--- src/rtl/calc_sequencer.sv ---
// calc_sequencer
//   Operation sequencer for the calculator. It debounces the single progress
//   button and acts on each release. The releases step through three stages:
//   operand A entry, operand B entry and operator entry. Each release latches
//   the switches for the current stage. After the operator is latched, the
//   sequencer starts the ALU and waits for it to finish or time out. It then
//   holds the result for display until the next release.
//
// Ports
//   clk          system clock; all logic runs on the rising edge
//   reset        asynchronous, active-low reset
//   progress     raw push-button (1 = pressed), asynchronous to clk
//   clear        synchronous abort back to ENTER_A; operands are kept
//   sw           operand switches
//   op_sel       operator switches: 00 add, 01 sub, 10 mul, 11 div
//   alu_done     ALU completion pulse
//   alu_error    ALU error flag, valid with alu_done
//   alu_result   ALU result, valid with alu_done
//   op_a, op_b   latched operands
//   op_code      latched operator
//   alu_start    one-cycle ALU start pulse
//   en_a/b/op    one-hot entry-stage indicators
//   busy         high while in EXEC
//   result       held result
//   result_valid high in SHOW after a good result
//   error        high in SHOW after an ALU error or a timeout
//   state_dbg    current FSM state
//
// ALU handshake
//   alu_start is a single-cycle request. The sequencer does not issue a
//   second request while one is outstanding. The ALU answers with one
//   alu_done pulse, and alu_result and alu_error are valid in that same
//   cycle. The sequencer accepts alu_done only in EXEC, and only from the
//   cycle after alu_start.
module calc_sequencer #(
    parameter int WIDTH           = 8,
    parameter int DEBOUNCE_CYCLES = 500000,
    parameter int TIMEOUT_CYCLES  = 1024
) (
    input  logic               clk,
    input  logic               reset,
    input  logic               progress,
    input  logic               clear,
    input  logic [WIDTH-1:0]   sw,
    input  logic [1:0]         op_sel,
    input  logic               alu_done,
    input  logic               alu_error,
    input  logic [2*WIDTH-1:0] alu_result,
    output logic [WIDTH-1:0]   op_a,
    output logic [WIDTH-1:0]   op_b,
    output logic [1:0]         op_code,
    output logic               alu_start,
    output logic               en_a,
    output logic               en_b,
    output logic               en_op,
    output logic               busy,
    output logic [2*WIDTH-1:0] result,
    output logic               result_valid,
    output logic               error,
    output logic [2:0]         state_dbg
);

    localparam int DB_W  = $clog2(DEBOUNCE_CYCLES + 1);
    localparam int TMO_W = $clog2(TIMEOUT_CYCLES + 1);

    typedef enum logic [2:0] {
        S_ENTER_A  = 3'd0,
        S_ENTER_B  = 3'd1,
        S_ENTER_OP = 3'd2,
        S_EXEC     = 3'd3,
        S_SHOW     = 3'd4
    } state_t;

    state_t            state, state_next;
    logic [1:0]        sync_q;
    logic              db_level, db_level_d;
    logic [DB_W-1:0]   db_cnt;
    logic [TMO_W-1:0]  tmo_cnt;
    logic              rel;
    logic              first_exec;
    logic              load_a, load_b, load_op;
    logic              take_done, take_tmo, ack_show;

    assign state_dbg = state;

    // Button path: two-flop synchroniser, then the debouncer. The
    // debouncer accepts a new level only after the synchronised input has
    // disagreed with the current level for DEBOUNCE_CYCLES cycles in a
    // row. Any agreement in between restarts the count.
    always_ff @(posedge clk or negedge reset) begin
        if (!reset) begin
            sync_q     <= 2'b00;
            db_level   <= 1'b0;
            db_level_d <= 1'b0;
            db_cnt     <= '0;
        end else begin
            sync_q     <= {sync_q[0], progress};
            db_level_d <= db_level;
            if (sync_q[1] == db_level) begin
                db_cnt <= '0;
            end else if (db_cnt == DB_W'(DEBOUNCE_CYCLES - 1)) begin
                db_level <= sync_q[1];
                db_cnt   <= '0;
            end else begin
                db_cnt <= db_cnt + DB_W'(1);
            end
        end
    end

    // Only the release (debounced 1 -> 0) advances the sequence.
    assign rel = db_level_d & ~db_level;

    // tmo_cnt is 0 in the first EXEC cycle, so this also marks the cycle
    // that carries alu_start.
    assign first_exec = (tmo_cnt == '0);

    always_ff @(posedge clk or negedge reset) begin
        if (!reset) begin
            state <= S_ENTER_A;
        end else begin
            state <= state_next;
        end
    end

    always_comb begin
        state_next = state;
        alu_start  = 1'b0;
        en_a       = 1'b0;
        en_b       = 1'b0;
        en_op      = 1'b0;
        busy       = 1'b0;
        load_a     = 1'b0;
        load_b     = 1'b0;
        load_op    = 1'b0;
        take_done  = 1'b0;
        take_tmo   = 1'b0;
        ack_show   = 1'b0;
        case (state)
            S_ENTER_A: begin
                en_a = 1'b1;
                if (rel) begin
                    load_a     = 1'b1;
                    state_next = S_ENTER_B;
                end
            end
            S_ENTER_B: begin
                en_b = 1'b1;
                if (rel) begin
                    load_b     = 1'b1;
                    state_next = S_ENTER_OP;
                end
            end
            S_ENTER_OP: begin
                en_op = 1'b1;
                if (rel) begin
                    load_op    = 1'b1;
                    state_next = S_EXEC;
                end
            end
            S_EXEC: begin
                busy      = 1'b1;
                alu_start = first_exec;
                // If alu_done and the last timeout cycle coincide,
                // alu_done wins.
                if (!first_exec && alu_done) begin
                    take_done  = 1'b1;
                    state_next = S_SHOW;
                end else if (tmo_cnt == TMO_W'(TIMEOUT_CYCLES - 1)) begin
                    take_tmo   = 1'b1;
                    state_next = S_SHOW;
                end
            end
            S_SHOW: begin
                if (rel) begin
                    ack_show   = 1'b1;
                    state_next = S_ENTER_A;
                end
            end
            default: state_next = S_ENTER_A;
        endcase
        // clear overrides a release or an alu_done in the same cycle.
        if (clear) begin
            state_next = S_ENTER_A;
            alu_start  = 1'b0;
            load_a     = 1'b0;
            load_b     = 1'b0;
            load_op    = 1'b0;
            take_done  = 1'b0;
            take_tmo   = 1'b0;
            ack_show   = 1'b0;
        end
    end

    always_ff @(posedge clk or negedge reset) begin
        if (!reset) begin
            op_a         <= '0;
            op_b         <= '0;
            op_code      <= 2'b00;
            result       <= '0;
            result_valid <= 1'b0;
            error        <= 1'b0;
            tmo_cnt      <= '0;
        end else begin
            if (load_a)  op_a    <= sw;
            if (load_b)  op_b    <= sw;
            if (load_op) op_code <= op_sel;

            if (clear || ack_show) begin
                result_valid <= 1'b0;
                error        <= 1'b0;
            end else if (take_done) begin
                result       <= alu_result;
                error        <= alu_error;
                result_valid <= ~alu_error;
            end else if (take_tmo) begin
                result       <= '0;
                error        <= 1'b1;
                result_valid <= 1'b0;
            end

            // The counter runs only while the sequencer stays in EXEC. It
            // reads zero in the first EXEC cycle of every run.
            if (state == S_EXEC && state_next == S_EXEC) begin
                tmo_cnt <= tmo_cnt + TMO_W'(1);
            end else begin
                tmo_cnt <= '0;
            end
        end
    end

endmodule

--- config.mk ---
export PLATFORM = sky130hd
export DESIGN_NAME = calc_sequencer
export DESIGN_NICKNAME = d
export VERILOG_FILES = /design/src/rtl/calc_sequencer.sv
export SDC_FILE = /design/constraint.sdc
export NUM_CORES = 1
export LEC_CHECK = 0
export BUFFER_PORTS_ARGS = -buffer_cell sky130_fd_sc_hd__buf_2
export CAP_MARGIN = 10
export CORE_ASPECT_RATIO = 0.75
export CORE_UTILIZATION = 48
export DETAILED_ROUTE_END_ITERATION = 8
export PLACE_DENSITY = 0.73
export SYNTH_ARGS = -nofsm -noshare
export SYNTH_HDL_FRONTEND = slang
export SYNTH_SLANG_ARGS = --single-unit
--- constraint.sdc ---
create_clock -name clk -period 1.7 [get_ports clk]
set_input_delay 0.255 -clock clk [delete_from_list [all_inputs] [get_ports clk]]
set_output_delay 0.255 -clock clk [all_outputs]
set_load 0.05 [all_outputs]
## Word-level counts from Yosys, hierarchy flattened

Index checks and enable logic that the tools add are counted.

- Add/subtract/negate cells: 2
- Equality and inequality tests: 8
- Muxes and demuxes: 41
- Bitwise operators: 5
- Reduce and logical (&&, ||, !) cells: 10

Operators with widths:

| operator | number |
|---|---|
| 19-bit two-way mux | 2 |
| 16-bit two-way mux | 2 |
| 1-bit two-way mux | 28 |
| 3-bit two-way mux | 7 |
| 19-bit by 1-bit adder with 19-bit output, second input constant | 1 |
| 19-bit == test, second input constant | 1 |
| 3-bit case mux with 5 select lines | 1 |
| 11-bit by 1-bit adder with 11-bit output, second input constant | 1 |
| 11-bit by 10-bit == test with 1-bit output, second input constant | 1 |
| 11-bit logical NOT | 1 |
| 11-bit two-way mux | 1 |
| 3-bit by 2-bit == test with 1-bit output, second input constant | 3 |
| 1-bit inverter | 4 |
| 2-bit AND reduction | 2 |
| 3-bit by 1-bit == test with 1-bit output, second input constant | 1 |
| 3-bit == test, second input constant | 1 |
| 3-bit logical NOT | 1 |
| 3-bit nonzero test | 1 |
| 1-bit logical AND | 2 |
| 2-bit nonzero test | 1 |
| 1-bit bitwise AND | 1 |
| 1-bit == test | 1 |
| 1-bit logical NOT | 1 |
| 1-bit logical OR | 1 |

- Bits in registers: 73
- Output and inout port bits: 44
- Logic and storage cells: 78

## Longest topological paths before layout

Gate-level depths: netlist (run 1).

- Depth after elaboration: 9
- Depth in mapped cells: 7
- Gate-level depth less buffers: 6

## Worst setup path before layout (run 1)

No wires, ideal clock.

- Path type: register -> output
- From: reg state[2] (netlist: state_dbg[2])
- To: out alu_start
- Data arrival time: 2805 ps
- Required time: 1445 ps
- Path slack: -1360 ps
- Stages on the path, launching flop included: 6
- Cells stage by stage: dfrtp_1 -> clkbuf_1 -> nand4bb_1 -> clkbuf_1 -> clkbuf_1 -> nor4_1

- Longest elaborated chain between the ends: 3

RTL lines:

| element | line | RTL |
|---|---|---|
| from (decl) | 74 | `state_t state, state_next;` |
| from (signal assigned) | 121 | `state <= state_next;` |
| 3-bit by 2-bit == test with 1-bit output | 138 | `case (state)` |
| 1-bit two-way mux | 138 |  |
| 1-bit two-way mux | 182 | `if (clear) begin` |
| to (decl) | 52 | `output logic alu_start,` |

Every way passes these cells.

## Worst setup path in the final report (run 1)

- From: reg tmo_cnt[0]
- To: out alu_start

- Longest elaborated chain between the ends: 3

RTL lines:

| element | line | RTL |
|---|---|---|
| from (decl) | 78 | `logic [TMO_W-1:0] tmo_cnt;` |
| from (signal assigned) | 224 | `tmo_cnt <= tmo_cnt + TMO_W'(1);` |
| 11-bit logical NOT | 115 | `assign first_exec = (tmo_cnt == '0);` |
| 1-bit two-way mux | 138 |  |
| 1-bit two-way mux | 182 |  |

Every way passes these cells.

==> summary.txt, run 1 <==
STA
  – Slew Limit Headroom: 65.28%
  – Post-Route Skew: 0.01024 ns
  – Min Clock Period, post-route: 2.062 ns
  – PnR worst setup slack: -0.3622 ns
  – Final hold violations: 0
  – Worst Max-Slew Pin Slew: 0.5197 ns
  – Unrepaired setup endpoints after global routing: true
  – Fin crit share: 121.3%
  – Final Max Slew Viols: 0
  – Fmax: 484.9 MHz
  – # setup viols final: 14

GRT
  – Gr ovfl total: 0
  – Gr usage total: 23.70%
  – First-pass GRT wire length: 13,320 µm
  – Initial antenna violation count: 0
  – Vias in the first global route: 2,835
  – Largest net degree at the start of global routing: 74

Worst setup path
  – R2r setup slk: -0.32 ns
  – Setup crit start: tmo_cnt[0]
  – CP bufs+invs: 2
  – Reg2reg path depth: 8
  – Crit path DAT: 1.81 ns
  – Delay-heaviest family, CP: simple AND/OR/NAND/NOR gates
  – CP peak stage delay: 0.49 ns
  – Startpoint types: flop
  – Slowest stage cell, crit path: or4b_4
  – Critical-path cell list: inv_1 > ha_2 > or4b_4 > nor4_4 > buf_6
  – Reg-to-Reg Start: tmo_cnt[0]
  – Critical path capture point type: primary output
  – CP max FO: 2
  – Worst R2R End: tmo_cnt[3]
  – Worst path required time: 1.44 ns
  – Crit Path Class: flop to primary output

Layout
  – Fin area: 4705 µm²
  – Area of the multi-input gates: 1645 µm²
  – Share of cells above drive strength 1: 44.84%
  – Area delta synth->final: 40.88%
  – Register area: 1833 µm²
  – Fill count: 449
  – NumNets Final: 485
  – Ant. Diodes: 0
  – Core Util, Final: 72.31%

Yosys
  – Post-Synthesis Cells: 317
  – Post-synth top area share: 54.70%
  – Yosys reg bits: 73
  – Seq/Total Area, Yosys: 54.70%
  – Total number of yosys warnings: 0
  – Dominant cells by area after synthesis: dfrtp_1, mux2_2, o21ai_0
  – Post-synth EDFFs: 0
  – Synth area leader: dfrtp_1
  – Main synth FF type: dfrtp_1
  – Post-Synthesis Net Count: 352
  – Mapped Area: 3339 µm²
  – Post-synth ARST share: 100.0%
  – Avg Cell Area, Syn: 10.53 µm²
  – Library cells used by synthesis: 40

Clocking
  – Worst skew pair latency: 0.35 ns
  – Maximum root-to-sink buffer count: 2
  – CTS tree: yes
  – CTS Root Buffer Type: clkbuf_8
  – Clock tree sinks: 73
  – Reg clk slew, reported paths: 0.08 ns
  – CTS H-Tree Depth: 3
  – CTS Buf Count: 9

Run status
  – Outcome: finished, violations left
  – Violated checks: DRC, setup timing

Die
  – Initial Utilization: 51.33%
  – Width of the die: 98.32 µm
  – DIE HEIGHT: 74.24 µm
  – Core Rows: 25
  – Top Ports: 76
  – Core Footprint: 6506 µm²
  – DIE AREA: 7298 µm²

Drt
  – Routed length per instance: 15.25 µm
  – Vias: 2,880
  – DR DRC count: 13
  – Drt initial violations: 124
  – DRT Pass-1 Iters: 7
  – Final ANT Viol Nets: 0
  – Routed wire length: 8174 µm
  – DR vias/cell: 5.373

Flow run
  – Max capacitance violation total: 0

Min path
  – Hold Path End: result[1]
  – Worst Hold Depth: 3
  – Hold Startpoint: alu_result[1]
  – HP Class: input pin to flop

Place
  – GPL Wtd Cong: 0.8394
  – Port Buf Inserts: 75
  – DP Area: 4179 µm²
  – Dpl ws: -0.1806 ns
  – Detailed Place HPWL: 5445 µm

Power
  – Lkg Pwr: 2.253 nW
  – Pwr Density: 662.9 nW/µm²
  – Peak supply drop: 0.0005127 V
[metal layers]
layer / share of wire, % / vias up / track usage, %
li1: - / 1388 / -
met1: 46 / 1402 / 31.45
met2: 48 / 82 / 39.28
met3: 5.2 / 8 / 5.639
met4: 0.95 / 0 / 7.794
met5: 0 / - / 0
[kinds of logic (layout without fill, tap and decap cells)]
family	after synthesis	in the layout	share of synthesized area, %
and+or+nand+nor	124	125	19.03
buffers and inverters	21	158	2.510
muxes	19	19	6.407
AOI/OAI and AO/OA	55	55	10.45
adders and majority gates	3	3	1.124
xor gates and xnor gates	22	22	5.770
DFF	73	73	54.70
[registers in the layout (all words and copies together), names as in the netlist]
signal and flops:
error 1, state_dbg 3, result_valid 1, db_level 1, op_a 8, op_b 8, result 16, tmo_cnt 11
db_cnt 19, op_code 2, db_level_d 1, sync_q 2
[worst reg2reg max path: cells and delay by family (launching register included)]
family | cells | cell delay, ns
DFF | 1 | 0.39
and+or+nand+nor | 3 | 0.77
AOI/OAI and AO/OA | 1 | 0.25
adders and majority gates | 1 | 0.17
buffers and inverters | 3 | 0.37
[cell usage in the layout, fill, tap and decap left out, drive strengths merged, types with 3 or more instances in the layout]
cell type,netlist,layout
a21oi,6,6
mux2,19,19
o21ai,35,35
nand3,12,13
nor2b,5,5
nor3,4,4
or4b,3,3
buf,4,129
or3,3,3
xor2,7,7
dfrtp,73,73
or2,4,4
nand4,8,8
clkbuf,6,11
xnor2,15,15
nor2,35,35
nor4,9,9
ha,3,3
nand2,29,29
inv,11,13
o31ai,4,4
[stage by stage]
stage | std cells | total power, W | TNS [ns] | hold WS, ns
global route | 536 | 0.003241 | -6.720 | 0.1195
detailed placement | 503 | 0.001902 | -2.957 | 0.3135
floorplan | 317 | 0.001809 | -3.873 | -0.04059
global placement | 503 | 0.001898 | -1.177 | 0.3107
finish | 536 | 0.003118 | -3.794 | 0.1110
CTS | 527 | 0.003142 | -3.724 | 0.09465
[cells in the mapped netlist (3+ instances only)]
library cell and instances:
dfrtp_1 73, mux2_2 19, xnor2_1 15, o21ai_0 33
nor2_1 35, nor4_1 9, inv_1 11, xor2_1 7
nand2_1 29, nand3_1 10, nor3_1 4, buf_2 4
ha_1 3, clkbuf_1 6, or4b_1 3, nor2b_1 5
a21oi_1 6, or2_2 3, or3_1 3, nand4_1 8
[layout make-up]
cell class	count	share of cell area [%]
Clock buffer	11	3.005
Clock inverter	5	0.8245
Inverter	11	0.8777
Multi-Input combinational cell	224	34.97
Sequential cell	73	38.96
Tap cell	81	2.154
Timing Repair Buffer	131	19.20
[timing repair]
action,in CTS,in global routing
setup endpoints to repair,37,56
gates resized for setup,23,36
endpoints found under the hold margin,74,0
cloned,1,1
pin swaps,14,9
hold buffers,2,0
buffers inserted,5,8
[worst max path at each step]
stage	to	slack, ns	cells past startpoint
6_report	alu_start	-0.36	5
5_1_grt	alu_start	-0.44	5
4_1_cts	alu_start	-0.37	5
3_5_place_dp	tmo_cnt[3]	-0.18	6
3_3_place_gp	alu_start	-0.12	5
2_1_floorplan	alu_start	-0.42	5
[power breakdown]
group	internal [W]	switching, W
Combinational	0.0000552	0.0000725
Sequential	0.00174	0.00000817
Clock	0.000580	0.000659
Total	0.00238	0.000740
No activity file was read; power rests on OpenSTA's default activity.
==> run 2, diff against run 1 <==
Settings changed: CORE_ASPECT_RATIO 0.75 to unset, CTS_CLUSTER_DIAMETER set to 100, PLACE_DENSITY 0.73 to 0.76.
==> summary.txt, run 2 (same netlist as run 1, synthesis figures left out) <==
STA
  – Final hold violations: 0
  – Fin crit share: 123.2%
  – Min Clock Period, post-route: 2.094 ns
  – Unrepaired setup endpoints after global routing: true
  – # setup viols final: 45
  – Post-Route Skew: 0.01615 ns
  – Fmax: 477.5 MHz
  – Total Neg Setup Slack: -4.644 ns
  – Final Max Slew Viols: 0
  – PnR worst setup slack: -0.3941 ns
  – Worst Max-Slew Pin Slew: 0.5040 ns
  – Slew Limit Headroom: 66.33%

Clocking
  – CTS tree: yes
  – Worst skew pair latency: 0.36 ns
  – CTS H-Tree Depth: 3
  – Clock tree sinks: 73
  – Maximum root-to-sink buffer count: 2
  – CTS Root Buffer Type: clkbuf_8
  – Reg clk slew, reported paths: 0.09 ns
  – CTS Buf Count: 9

Power
  – Lkg Pwr: 2.318 nW
  – Clock power share: 47.3%
  – Combinational share of power: 3.6%
  – Total Power: 0.003573 W
  – Pwr Density: 736.7 nW/µm²
  – Int Power: 0.002819 W
  – Net Sw Power: 0.0007538 W
  – Sequential cell fraction of total power: 49.1%
  – Sw Share: 21.10%
  – Peak supply drop: 0.0005839 V

Drt
  – DR vias/cell: 5.518
  – Met3 wire len: 458 µm
  – Final ANT Viol Nets: 0
  – DR DRC count: 0
  – DRT Pass-1 Iters: 6
  – Routed met1 length: 3489 µm
  – Drt initial violations: 155
  – Met2 WL post-DR: 4626 µm
  – Routed wire length: 8892 µm
  – Vias: 2,985
  – Highest routed layer: met4
  – Routed length per instance: 16.44 µm

Die
  – DIE AREA: 7295 µm²
  – DIE HEIGHT: 85.41 µm
  – Width of the die: 85.41 µm
  – Initial Utilization: 49.43%
  – Core Rows: 30
  – Core Footprint: 6756 µm²
  – Top Ports: 76

Layout
  – Non-Filler Instances: 541
  – NumNets Final: 491
  – Ant. Diodes: 0
  – Area delta synth->final: 45.22%
  – Largest regs: db_cnt (19), result (16), tmo_cnt (11)
  – Largest register FFs: 19
  – Core Util, Final: 71.78%
  – Most flops, register: db_cnt
  – Commonest non-fill, non-tap cell in the layout: buf_2
  – Share of cells above drive strength 1: 47.29%
  – Most frequent cells in the layout: buf_2, dfrtp_1, buf_4

Place
  – Port Buf Inserts: 75
  – Detailed Place HPWL: 5055 µm
  – GPL Wtd Cong: 0.8052
  – Placed Instances: 503

GRT
  – Largest net degree at the start of global routing: 74
  – Initial antenna violation count: 0
  – Gr ovfl total: 0
  – First-pass GRT wire length: 12,030 µm
  – Vias in the first global route: 2,706
  – Gr usage total: 20.90%

Run status
  – Outcome: finished, violations left
  – Violated checks: setup timing

Worst setup path
  – Worst path required time: 1.44 ns
  – Critical-path cell list: or4_4 > nor4_4 > buf_6
  – Critical path capture point type: primary output
  – CP peak stage delay: 0.56 ns
  – Startpoint types: flop
  – Crit path DAT: 1.84 ns
  – CP max FO: 2
  – Slowest stage cell, crit path: or4_4
  – Crit Path Class: flop to primary output

Min path
  – HP Class: input pin to flop

Flow run
  – Max capacitance violation total: 0
-- run 2: cell count changes in the layout (fill, tap and decap cells not counted), sizes merged --
cell,before,now
buf,129,134
bufinv,0,3
clkinvlp,1,0
inv,13,12
-- run 2: power by group through the flow --
stage / Combinational [W] / Sequential [W] / Clock (W)
6_report: 0.000129 / 0.00175 / 0.00169
5_1_grt: 0.000144 / 0.00175 / 0.00177
4_1_cts: 0.000126 / 0.00175 / 0.00170
3_5_place_dp: 0.000120 / 0.00178 / 0
3_3_place_gp: 0.000117 / 0.00178 / 0
2_1_floorplan: 0.0000252 / 0.00178 / 0
-- run 2: critical path, delay by kind of cell, from the launching register on --
family                 cells  cell delay [ns]
and+or+nand+nor            2             0.86
buffers and inverters      1             0.20
DFF                        1             0.42
-- run 2: stage by stage --
step | instance area [µm²] | worst slack (ns) | hold slack [ns]
finish | 4850 | -0.3941 | 0.09788
global route | 4850 | -0.4503 | 0.1111
CTS | 4517 | -0.3657 | 0.09212
detailed placement | 4198 | -0.1563 | 0.3132
global placement | 4198 | -0.1342 | 0.3119
floorplan | 3450 | -0.4196 | -0.04059
-- run 2: worst paths after layout --
| kind | from | end | slack [ns] | cells after the start |
|---|---|---|---|---|
| max | tmo_cnt[9] | alu_start | -0.39 | 3 |
| min | alu_result[9] | result[9] | 0.1 | 3 |
| max reg2reg | tmo_cnt[1] | tmo_cnt[2] | -0.30 | 8 |
| min reg2reg | sync_q[0] | sync_q[1] | 0.39 | 0 |
| max in group asynchronous | reset | db_cnt[0] | 0.94 | 3 |
| min in group asynchronous | reset | tmo_cnt[4] | 0.45 | 3 |
-- run 2: repair_timing --
| item | 4_1_cts | 5_1_grt |
|---|---|---|
| hold buffers | 2 | 0 |
| cloned | 0 | 4 |
| gates resized for setup | 10 | 41 |
| hold endpoints to repair | 74 | 0 |
| pin swaps | 6 | 20 |
| endpoints found under the setup margin | 35 | 43 |
| buffers inserted | 2 | 14 |
-- run 2: final cells by class --
class / instances / area (µm²)
Clock buffer: 10 / 137.6
Inverter: 11 / 41.29
Multi-Input combinational cell: 224 / 1670
Timing Repair Buffer: 137 / 955.9
Tap cell: 80 / 100.1
Fill cell: 434 / 1907
Sequential cell: 73 / 1832
Clock inverter: 6 / 112.6
-- run 2: metal layers --
metal  global-route usage, %  up-vias
met5                       0        -
met4                   8.182        0
met2                   35.27      117
met3                   6.323       30
li1                        -     1398
met1                   25.13     1440
==> run 3, diff against run 2 <==
Settings changed: CORE_UTILIZATION 48 to 47, PLACE_DENSITY 0.76 to 0.75, SKIP_LAST_GASP set to 1.
==> summary.txt, run 3 (same netlist as run 1, synthesis figures left out) <==
Worst setup path
  – Worst R2R End: tmo_cnt[4]
  – CP bufs+invs: 2
  – Critical path capture point type: primary output
  – Reg2reg path depth: 8
  – Delay-heaviest family, CP: simple AND/OR/NAND/NOR gates
  – Worst path depth: 5
  – R2r setup slk: -0.34 ns
  – Critical Path Sink: alu_start
  – Crit path DAT: 1.80 ns
  – Worst path required time: 1.44 ns
  – Critical-path cell list: inv_1 > ha_2 > or4b_4 > nor4_4 > buf_6
  – Crit Path Class: flop to primary output
  – Slowest stage cell, crit path: or4b_4
  – CP max FO: 2
  – Setup crit start: tmo_cnt[0]
  – Reg-to-Reg Start: tmo_cnt[0]
  – Startpoint types: flop
  – CP peak stage delay: 0.48 ns

Drt
  – Vias: 2,889
  – Final ANT Viol Nets: 0
  – DRT Pass-1 Iters: 5
  – Routed wire length: 7981 µm
  – Routed length per instance: 14.48 µm
  – DR vias/cell: 5.243
  – DR DRC count: 0
  – Drt initial violations: 104

GRT
  – Gr ovfl total: 0
  – Gr usage total: 21.56%
  – Vias in the first global route: 2,736
  – First-pass GRT wire length: 12,580 µm
  – Initial antenna violation count: 0
  – Largest net degree at the start of global routing: 74

Power
  – Int Power: 0.002781 W
  – Net Sw Power: 0.0007558 W
  – Pwr Density: 739.3 nW/µm²
  – Sw Share: 21.37%
  – Peak supply drop: 0.0005928 V
  – Lkg Pwr: 2.290 nW
  – Sequential cell fraction of total power: 49.5%
  – Clock power share: 46.9%
  – Combinational share of power: 3.6%

Flow run
  – Max capacitance violation total: 0

Die
  – DIE AREA: 7446 µm²
  – Core Footprint: 6832 µm²
  – Top Ports: 76
  – DIE HEIGHT: 86.29 µm
  – Width of the die: 86.29 µm
  – Core Rows: 30
  – Initial Utilization: 48.88%

Place
  – Dpl ws: -0.1405 ns
  – Detailed Place HPWL: 5124 µm
  – GPL Wtd Cong: 0.7578
  – Port Buf Inserts: 75

Layout
  – Ant. Diodes: 0
  – NumNets Final: 485
  – Core Util, Final: 70.04%
  – Register area: 1831 µm²
  – Share of cells above drive strength 1: 44.84%
  – Largest regs: db_cnt (19), result (16), tmo_cnt (11)
  – Commonest non-fill, non-tap cell in the layout: buf_2
  – Most flops, register: db_cnt
  – Area delta synth->final: 43.27%
  – Area of the multi-input gates: 1643 µm²
  – Fill count: 499
  – Largest register FFs: 19
  – Most frequent cells in the layout: buf_2, dfrtp_1, buf_4

Clocking
  – CTS tree: yes
  – CTS H-Tree Depth: 3
  – Reg clk slew, reported paths: 0.08 ns
  – CTS Root Buffer Type: clkbuf_8
  – Maximum root-to-sink buffer count: 2
  – CTS Buf Count: 9
  – Clock tree sinks: 73
  – Worst skew pair latency: 0.35 ns

Run status
  – Violated checks: setup timing
  – Outcome: finished, violations left

STA
  – Min Clock Period, post-route: 2.050 ns
  – Worst Max-Slew Pin Slew: 0.4629 ns
  – Total Neg Setup Slack: -4.210 ns
  – Fmax: 487.7 MHz
  – Fin crit share: 120.6%
  – Slew Limit Headroom: 69.08%
  – # setup viols final: 16
  – Final Max Slew Viols: 0
  – Final hold violations: 0
  – Post-Route Skew: 0.01082 ns
  – Unrepaired setup endpoints after global routing: true
  – PnR worst setup slack: -0.3503 ns

Min path
  – HP Class: input pin to flop
-- run 3: cell types whose count changed in the layout (fill, tap and decap cells not counted), sizes merged --
cell      previous run  this run
clkinvlp             0         1
buf                134       128
clkinv               2         1
-- run 3: repair_timing --
| action | 4_1_cts | 5_1_grt |
|---|---|---|
| hold buffers | 2 | 0 |
| cloned | 0 | 3 |
| gates resized for setup | 15 | 29 |
| endpoints found under the setup margin | 19 | 45 |
| pin swaps | 4 | 19 |
| endpoints found under the hold margin | 74 | 0 |
| buffers inserted | 6 | 10 |
-- run 3: power groups by stage --
stage / combinational (W) / sequential [W] / clock, W
final: 0.000126 / 0.00175 / 0.00166
after global routing: 0.000143 / 0.00175 / 0.00175
after CTS: 0.000125 / 0.00175 / 0.00168
after detailed placement: 0.000120 / 0.00178 / 0
after global placement: 0.000116 / 0.00178 / 0
after floorplan: 0.0000252 / 0.00178 / 0
-- run 3: worst min-delay path by stage --
stage / from / cells past startpoint / to
floorplan: reset / 0 / db_cnt[0]
global placement: reset / 2 / result[0]
detailed placement: reset / 2 / result[2]
CTS: alu_result[8] / 3 / result[8]
global route: alu_result[6] / 3 / result[6]
finish: alu_result[9] / 3 / result[9]
-- run 3: final cells by class --
cell class,count,share of cell area [%]
multi-input cells,224,34.34
clock inverters,6,2.406
clock buffers,10,2.667
inverters,11,0.8630
flip-flops and latches,73,38.26
repair buffers,131,18.96
well taps,96,2.510
-- run 3: stage by stage --
stage	cells	hold WS [ns]	instance area (µm²)	power [W]
global route	551	0.1053	4785	0.003645
floorplan	317	-0.04059	3450	0.001809
global placement	514	0.3114	4192	0.001899
detailed placement	514	0.3166	4192	0.001904
CTS	538	0.1002	4562	0.003550
finish	551	0.1143	4785	0.003537
-- run 3: worst reg2reg max path: cells and delay by family, from the launching register on --
family	cells	cell delay (ns)
flip-flops	1	0.38
adder cells (fa/ha/maj)	1	0.16
AO/OA/AOI/OAI	1	0.33
buffers and inverters	3	0.37
AND/OR/NAND/NOR	3	0.73
-- run 3: per-layer routing --
layer	track usage (%)	up-vias	share of wire (%)
met5	0	-	0
met4	6.364	0	1.4
met3	6.000	15	4.6
met2	38.02	83	52
met1	25.74	1406	42
li1	-	1385	-
